[src/rtl/dmem_pkg.sv]
// Shared types for the two-port data-memory arbiter.
// Feature macro used by dmem_arbiter: DMEM_ALIGN_CHECK_EN.
package dmem_pkg;

  localparam int unsigned NUM_PORTS = 2;
  localparam int unsigned ADDR_W    = 32;
  localparam int unsigned DATA_W    = 32;
  localparam int unsigned SIZE_W    = 2;

  typedef enum logic [SIZE_W-1:0] {
    SIZE_BYTE = 2'b00,
    SIZE_HALF = 2'b01,
    SIZE_WORD = 2'b10
  } size_t;

  typedef enum logic [1:0] {
    IDLE,
    ACCESS,
    RESP
  } arb_state_t;

  typedef logic port_idx_t;

  // Request captured at the accept edge; size kept raw so 2'b11 passes through.
  typedef struct packed {
    logic              we;
    logic [ADDR_W-1:0] addr;
    logic [SIZE_W-1:0] size;
    logic [DATA_W-1:0] wdata;
  } mem_req_t;

  function automatic logic [2:0] size_bytes(input size_t size);
    case (size)
      SIZE_BYTE: size_bytes = 3'd1;
      SIZE_HALF: size_bytes = 3'd2;
      default:   size_bytes = 3'd4;
    endcase
  endfunction

endpackage

[src/rtl/rr_arbiter_2.sv]
// Two-way round-robin grant: on a tie the port that did not win last time wins.
module rr_arbiter_2
  import dmem_pkg::*;
(
  input  logic [NUM_PORTS-1:0] req_valid,
  input  port_idx_t            last_grant,
  output logic                 grant_valid_c,
  output port_idx_t            grant_idx_c
);

  always_comb begin
    grant_valid_c = |req_valid;
    grant_idx_c   = 1'b0;
    if (&req_valid) begin
      grant_idx_c = ~last_grant;
    end else if (req_valid[1]) begin
      grant_idx_c = 1'b1;
    end
  end

endmodule

[src/rtl/dmem_arbiter.sv]
// Shares single-port data_memory between two requesters: accept -> access -> response.
// Optional request checking (alignment, size, range) enabled by DMEM_ALIGN_CHECK_EN.
module dmem_arbiter
  import dmem_pkg::*;
#(
  parameter int unsigned MEM_SIZE = 512
) (
  input  logic                           clk,
  input  logic                           reset_n,
  input  logic [NUM_PORTS-1:0]           req_valid,
  output logic [NUM_PORTS-1:0]           req_ready,
  input  logic [NUM_PORTS-1:0]           req_we,
  input  logic [NUM_PORTS-1:0][ADDR_W-1:0] req_addr,
  input  logic [NUM_PORTS-1:0][SIZE_W-1:0] req_size,
  input  logic [NUM_PORTS-1:0][DATA_W-1:0] req_wdata,
  output logic [NUM_PORTS-1:0]           rsp_valid,
  input  logic [NUM_PORTS-1:0]           rsp_ready,
  output logic [DATA_W-1:0]              rsp_rdata,
  output logic                           rsp_err,
  output logic                           mem_write_en,
  output logic [ADDR_W-1:0]              mem_addr,
  output logic [SIZE_W-1:0]              mem_store_size,
  output logic [DATA_W-1:0]              mem_store_data,
  input  logic [DATA_W-1:0]              mem_load_data
);

`ifdef DMEM_ALIGN_CHECK_EN
  localparam bit CHECK_EN = 1'b1;
`else
  localparam bit CHECK_EN = 1'b0;
`endif

  localparam int unsigned END_W = ADDR_W + 1;

  arb_state_t state_q, state_d;
  mem_req_t   lat_q;
  port_idx_t  winner_q;
  port_idx_t  last_grant_q;
  logic       grant_valid_c;
  port_idx_t  grant_idx_c;
  logic       accept;

  logic [END_W-1:0] end_addr;
  logic             misaligned;
  logic             out_of_range;
  logic             err_c;

  rr_arbiter_2 u_rr (
    .req_valid     (req_valid),
    .last_grant    (last_grant_q),
    .grant_valid_c (grant_valid_c),
    .grant_idx_c   (grant_idx_c)
  );

  // Request check on the latched request; folds to 0 when checking is disabled.
  always_comb begin
    end_addr     = {1'b0, lat_q.addr} + END_W'(size_bytes(size_t'(lat_q.size)));
    out_of_range = end_addr > END_W'(MEM_SIZE);
    misaligned   = ((lat_q.size == SIZE_HALF) && lat_q.addr[0])
                || ((lat_q.size == SIZE_WORD) && (lat_q.addr[1:0] != 2'b00))
                || (lat_q.size == 2'b11);
    err_c        = CHECK_EN & (misaligned | out_of_range);
  end

  always_ff @(posedge clk or negedge reset_n) begin
    if (!reset_n) begin
      state_q <= IDLE;
    end else begin
      state_q <= state_d;
    end
  end

  always_comb begin
    state_d        = state_q;
    accept         = 1'b0;
    req_ready      = '0;
    rsp_valid      = '0;
    mem_write_en   = 1'b0;
    mem_addr       = '0;
    mem_store_size = '0;
    mem_store_data = '0;
    unique case (state_q)
      IDLE: begin
        if (grant_valid_c) begin
          accept                 = 1'b1;
          req_ready[grant_idx_c] = 1'b1;
          state_d                = ACCESS;
        end
      end
      ACCESS: begin
        mem_write_en   = lat_q.we & ~err_c;
        mem_addr       = lat_q.addr;
        mem_store_size = lat_q.size;
        mem_store_data = lat_q.wdata;
        state_d        = RESP;
      end
      RESP: begin
        rsp_valid[winner_q] = 1'b1;
        if (rsp_ready[winner_q]) begin
          state_d = IDLE;
        end
      end
      default: state_d = IDLE;
    endcase
  end

  // Request latch, grant history and response data.
  always_ff @(posedge clk or negedge reset_n) begin
    if (!reset_n) begin
      lat_q        <= '0;
      winner_q     <= 1'b0;
      last_grant_q <= 1'b1;
      rsp_rdata    <= '0;
      rsp_err      <= 1'b0;
    end else begin
      if (accept) begin
        lat_q.we     <= req_we[grant_idx_c];
        lat_q.addr   <= req_addr[grant_idx_c];
        lat_q.size   <= req_size[grant_idx_c];
        lat_q.wdata  <= req_wdata[grant_idx_c];
        winner_q     <= grant_idx_c;
        last_grant_q <= grant_idx_c;
      end
      if (state_q == ACCESS) begin
        rsp_rdata <= (lat_q.we || err_c) ? '0 : mem_load_data;
        rsp_err   <= err_c;
      end
    end
  end

endmodule

[config.mk]
export PLATFORM = sky130hd
export DESIGN_NAME = dmem_arbiter
export DESIGN_NICKNAME = d
export VERILOG_FILES = /design/src/rtl/dmem_pkg.sv /design/src/rtl/rr_arbiter_2.sv /design/src/rtl/dmem_arbiter.sv
export SDC_FILE = /design/constraint.sdc
export NUM_CORES = 1
export LEC_CHECK = 0
export CORE_MARGIN = 2
export CORE_UTILIZATION = 25
export CTS_CLUSTER_SIZE = 16
export DETAILED_ROUTE_END_ITERATION = 7
export PLACE_DENSITY = 0.55
export SLEW_MARGIN = 0
export SYNTH_ARGS = -nofsm -noshare
export SYNTH_HDL_FRONTEND = slang
export SYNTH_SLANG_ARGS = --single-unit
[constraint.sdc]
create_clock -name clk -period 1.93 [get_ports clk]
set_input_delay 0.579 -clock clk [delete_from_list [all_inputs] [get_ports clk]]
set_output_delay 0.579 -clock clk [all_outputs]
set_load 0.01 [all_outputs]
---- Word level (Yosys, flattened, before mapping) ----
Index checks and enable logic that the tools add are counted.
word-level totals
  bits of input ports ..................... 172
  output and inout bits ................... 104
  logic and storage cells ................. 52
  register bits after elaboration ......... 103
cells by class
  bitwise logic cells ..................... 1
  multiplexer cells ....................... 29
  equal/unequal tests ..................... 4
  reductions and logical operators ........ 6
  order comparisons ....................... 4
operators by type and width
  kind                                                  number
  two-way mux 32 bit                                    7
  two-way mux 2 bit                                     8
  two-way mux 1 bit                                     11
  case mux 2 bit (3 select lines)                       1
  < comparator 1 x 2 -> 1 bit (second input constant)   2
  inequality test 2 bit (second input constant)         2
  AND reduction 2 bit                                   2
  demux 1 bit (select 1 bit)                            2
  equality test 2 x 1 -> 1 bit (second input constant)  1
  equality test 2 bit (second input constant)           1
  >= comparator 1 bit (second input constant)           2
  logical AND 1 bit                                     2
  logical NOT 2 bit                                     1
  OR reduction 2 bit                                    1
  inverter 1 bit                                        1

---- Longest topological paths before layout ----
  word-level depth ........................ 8
  gate-level depth with buffers ........... 6

---- Hierarchy ----
From an unflattened synthesis, not the netlist that was laid out.
second synthesis, totals
  cells, all modules ...................... 414
  area, all modules ....................... 5396.4 µm²
modules (own cells, without submodules)
  module        cells each  area each (µm²)  sequential area each (µm²)  instances
  dmem_arbiter  412         5382.7           2578.7                      1
  rr_arbiter_2  2           13.8             0.0                         1

---- Worst setup path before layout ----
Ideal clock, no wire load.
  path kind ............................... reg-to-output
  start point ............................. register state_q[1]
  end point ............................... output port mem_store_data[23]
  cell stages (with the launch flop) ...... 5
  arrival time ............................ 1.119 ns
  setup slack ............................. 0.232 ns
  required time ........................... 1.351 ns
  path through ............................ dfrtp_1 -> and2b_1 -> buf_2 -> clkbuf_1 -> and2_1
between the ends
  cells in the longest elaborated chain, start to end .. 2
RTL lines
  what                          line                source
  start, declared               dmem_arbiter.sv:35  arb_state_t state_q, state_d;
  start signal, assigned        dmem_arbiter.sv:69  state_q <= state_d;
  equality test 2 x 1 -> 1 bit  dmem_arbiter.sv:82  unique case (state_q)
  two-way mux 32 bit            dmem_arbiter.sv:82
  end, declared                 dmem_arbiter.sv:23  output logic [DATA_W-1:0] mem_store_data,
No other way between the ends.

---- Worst setup path in the final report ----
  start point ............................. register state_q[1]
  end point ............................... output port mem_store_data[28]
The elaborated chain is that of the path after synthesis.

==> qor.csv <==
stage,metric,value,unit
synth,Mapped Nets,642,
global_route,vias in the first global route,5033,
power_and_ir_drop,leakage power,0.00394,uW
timing,RSZ-0062 raised after global routing,true,
synth,synthesized-area fraction occupied by adder cells,0,%
timing,Fmax,0.451,GHz
setup_path,Crit Path Category,flip-flop to output pin,
setup_path,startpoint types,flip-flop,
setup_path,Crit Path Max Fanout,5,
hold_path,min-delay worst type,input port to asynchronous set/reset pin,
detailed_routing,Via density,4.78,
placed_design,global placement routability congestion,0.801,
cts,CTS tree,built,
floorplan,floorplan core area,19600,um2
synth,Synth Area in XOR/XNOR,0,%
timing,Slew @ Worst Pin,0.594,ns
cts,Post-CTS Hold Fix Bufs,0,
setup_path,CP Data Required Time,1.35,ns
global_route,GRT Overall Usage,16.8,%
global_route,largest net degree at the start of global routing,70,
placed_design,DP HPWL,12.3,mm
setup_path,crit end category,output pin,
timing,Slew HR,60.4,%
timing,"Slew Viols, Final",0,
timing,Fin Clk Skew,0.00981,ns
timing,setup violators final,67,
cts,clock sinks,103,
floorplan,die footprint,21200,um2
synth,Cells after Synth,470,
cts,clock transition at the registers of the reported paths,0.08,ns
layout,layout cells sized above 1,26.1,%
detailed_routing,routed wire length,18.9,mm
placed_design,Post-Place Worst Slack,-0.548,ns
power_and_ir_drop,Power Density,1440,nW/um2
global_route,initial antenna violation count,0,
timing,Fin Hold WS,0.128,ns
floorplan,Die Ht,146,um
timing,final setup margin,-0.288,ns
detailed_routing,DRC,0,
synth,post-synthesis mux area share,0.225,%
cts,Worst-Skew Late Latency,0.35,ns
power_and_ir_drop,worst vdd ir,0.000551,V
floorplan,Initial Util,25.6,%
cts,CTS buffer count,9,
global_route,gr ovfl total,0,
detailed_routing,first drt pass iteration count,4,
setup_path,reg2reg setup slack,0.09,ns
layout,Area Growth Syn to Fin,77.3,%
floorplan,DIE WIDTH,146,um
cts,clock root buffer,clkbuf_16,
timing,"Min Clock Period, post-route",2.22,ns
detailed_routing,via count,4862,
synth,unique cell type count in the Yosys netlist,23,
timing,final worst-path cycle share,115,%
outcome,failing checks,setup timing,
synth,largest family of logic cells by synthesized area,compound AO/OA/AOI/OAI gates,
synth,mapped cell area,5010,um2
outcome,status,"complete, but fails checks",
synth,Yosys reg bits,103,
placed_design,# port buffers,274,
floorplan,Rows,51,
synth,synthesized area per cell,10.7,um2
flow_run,Max-Cap Viols,0,
global_route,first-pass GRT wire length,28.6,mm
synth,compound-gate portion of the synthesized area,23.9,%
setup_path,WP data arrival,1.64,ns
cts,clk buf depth,2,
synth,sequential area share after synthesis,51.4,%
layout,number of fill cells,1843,
detailed_routing,WL/cell,18.6,um
floorplan,Top Ports,276,
detailed_routing,ANT nets after route,0,
power_and_ir_drop,Pwr Total,12800,uW
timing,Fin. Hold Viols,0,
synth,Yosys warnings,0,
layout,n_diodes,0,
synth,simple-gate share of the synthesized area,19.2,%
cts,CTS H-tree lvls,3,
detailed_routing,Iteration-0 DRC Markers,204,
layout,# nets final,919,
## metrics by stage
| stage | cells | util [%] | instance area, um2 | TNS (ns) |
|---|---|---|---|---|
| floorplan | 470 | - | 5010 | 0 |
| global placement | 981 | 41.2 | 8070 | -45.03 |
| detailed placement | 981 | 41.2 | 8070 | -45.82 |
| CTS | 999 | 42.8 | 8390 | -24.24 |
| global route | 1017 | 45.4 | 8890 | -17.77 |
| finish | 1017 | 45.4 | 8890 | -13.63 |
## flip-flops by register name (all words and copies together), names as in the netlist
name and count:
last_grant_q 1, lat_q 67, rsp_rdata 32, state_q 2, winner_q 1
## power breakdown
group	internal [uW]	leakage, uW	switching (uW)
clock	907	0.000136	917
combinational	4140	0.00252	3100
sequential	3180	0.00129	561
## final timing paths
check | startpoint | end | cells past startpoint
hold / removal | reset_n | rsp_rdata[0] | 1
setup reg to reg | state_q[0] | lat_q[60] | 6
max in group asynchronous | reset_n | lat_q[10] | 2
min in group clk | rsp_rdata[26] | rsp_rdata[26] | 2
hold reg to reg | rsp_rdata[26] | rsp_rdata[26] | 2
setup / recovery | state_q[1] | mem_store_data[28] | 6
## routing by layer
layer  global-route usage [%]  vias up  share of wire [%]
li1                         -     2242                  -
met1                     21.4     2372                 43
met2                     27.7      219                 47
met3                     3.98       29                6.5
met4                     6.72        0                2.9
met5                        0        -                  0
## worst max-delay path, cell delays in order, from the launching register on
cell and delay [ns]:
dfrtp_1 0.38, and2b_4 0.29, buf_6 0.13, buf_6 0.11
clkbuf_16 0.14, and2_4 0.13, buf_6 0.10
## synthesized netlist by cell type
cell type / n / area share (%)
buf_2: 8 / 0.80
clkbuf_1: 30 / 2.2
conb_1: 1 / 0.075
buf_4: 3 / 0.45
dfrtp_1: 102 / 51
nand2_1: 65 / 4.9
inv_1: 2 / 0.15
and3_1: 2 / 0.25
dfstp_2: 1 / 0.52
nand3b_1: 32 / 4.8
buf_1: 2 / 0.15
mux2_2: 1 / 0.22
a221o_1: 67 / 13
nor2_1: 4 / 0.30
a21o_1: 2 / 0.30
or2_1: 1 / 0.12
clkbuf_2: 2 / 0.20
and2b_1: 1 / 0.15
o21ai_0: 2 / 0.20
and2_1: 67 / 8.4
o21a_1: 67 / 10
nand2b_1: 3 / 0.37
buf_6: 5 / 1.1
## area by class of cell
cell class / count / area [um2] / share of cell area [%]
Clock inverter: 7 / 63.8 / 0.718
Tap cell: 265 / 332 / 3.73
Timing Repair Buffer: 316 / 3320 / 37.4
Inverter: 2 / 7.51 / 0.0845
Multi-Input combinational cell: 315 / 2360 / 26.6
Clock buffer: 9 / 225 / 2.53
Sequential cell: 103 / 2580 / 29.0
## kinds of logic after synthesis
group                  Yosys count
other                            1
flip-flops                     103
multiplexers                     1
buffers and inverters           52
AND/OR/NAND/NOR                175
AO/OA/AOI/OAI                  138
## layout by cell type (no fill, tap or decap), drive strengths merged
master         Yosys  final
o21ai              2      2
mux2               1      1
and3               2      2
buf               18    110
nor2               4      4
and2b              1      1
and2              67     67
a21o               2      2
conb               1      1
o21a              67     67
dfrtp            102    102
nand2             65     65
clkbuf            32     13
dfstp              1      1
clkinvlp           0      2
a221o             67     67
clkinv             0      1
nand2b             3      3
dlygate4sd2        0      2
clkdlybuf4s50      0    200
nand3b            32     32
inv                2      6
or2                1      1
## repair_timing
action	4_1_cts	5_1_grt
cloned	1	6
pin swaps	4	55
setup endpoints to repair	138	79
setup buffers	2	14
gates resized for setup	185	235
No activity file was read; power rests on OpenSTA's default activity.
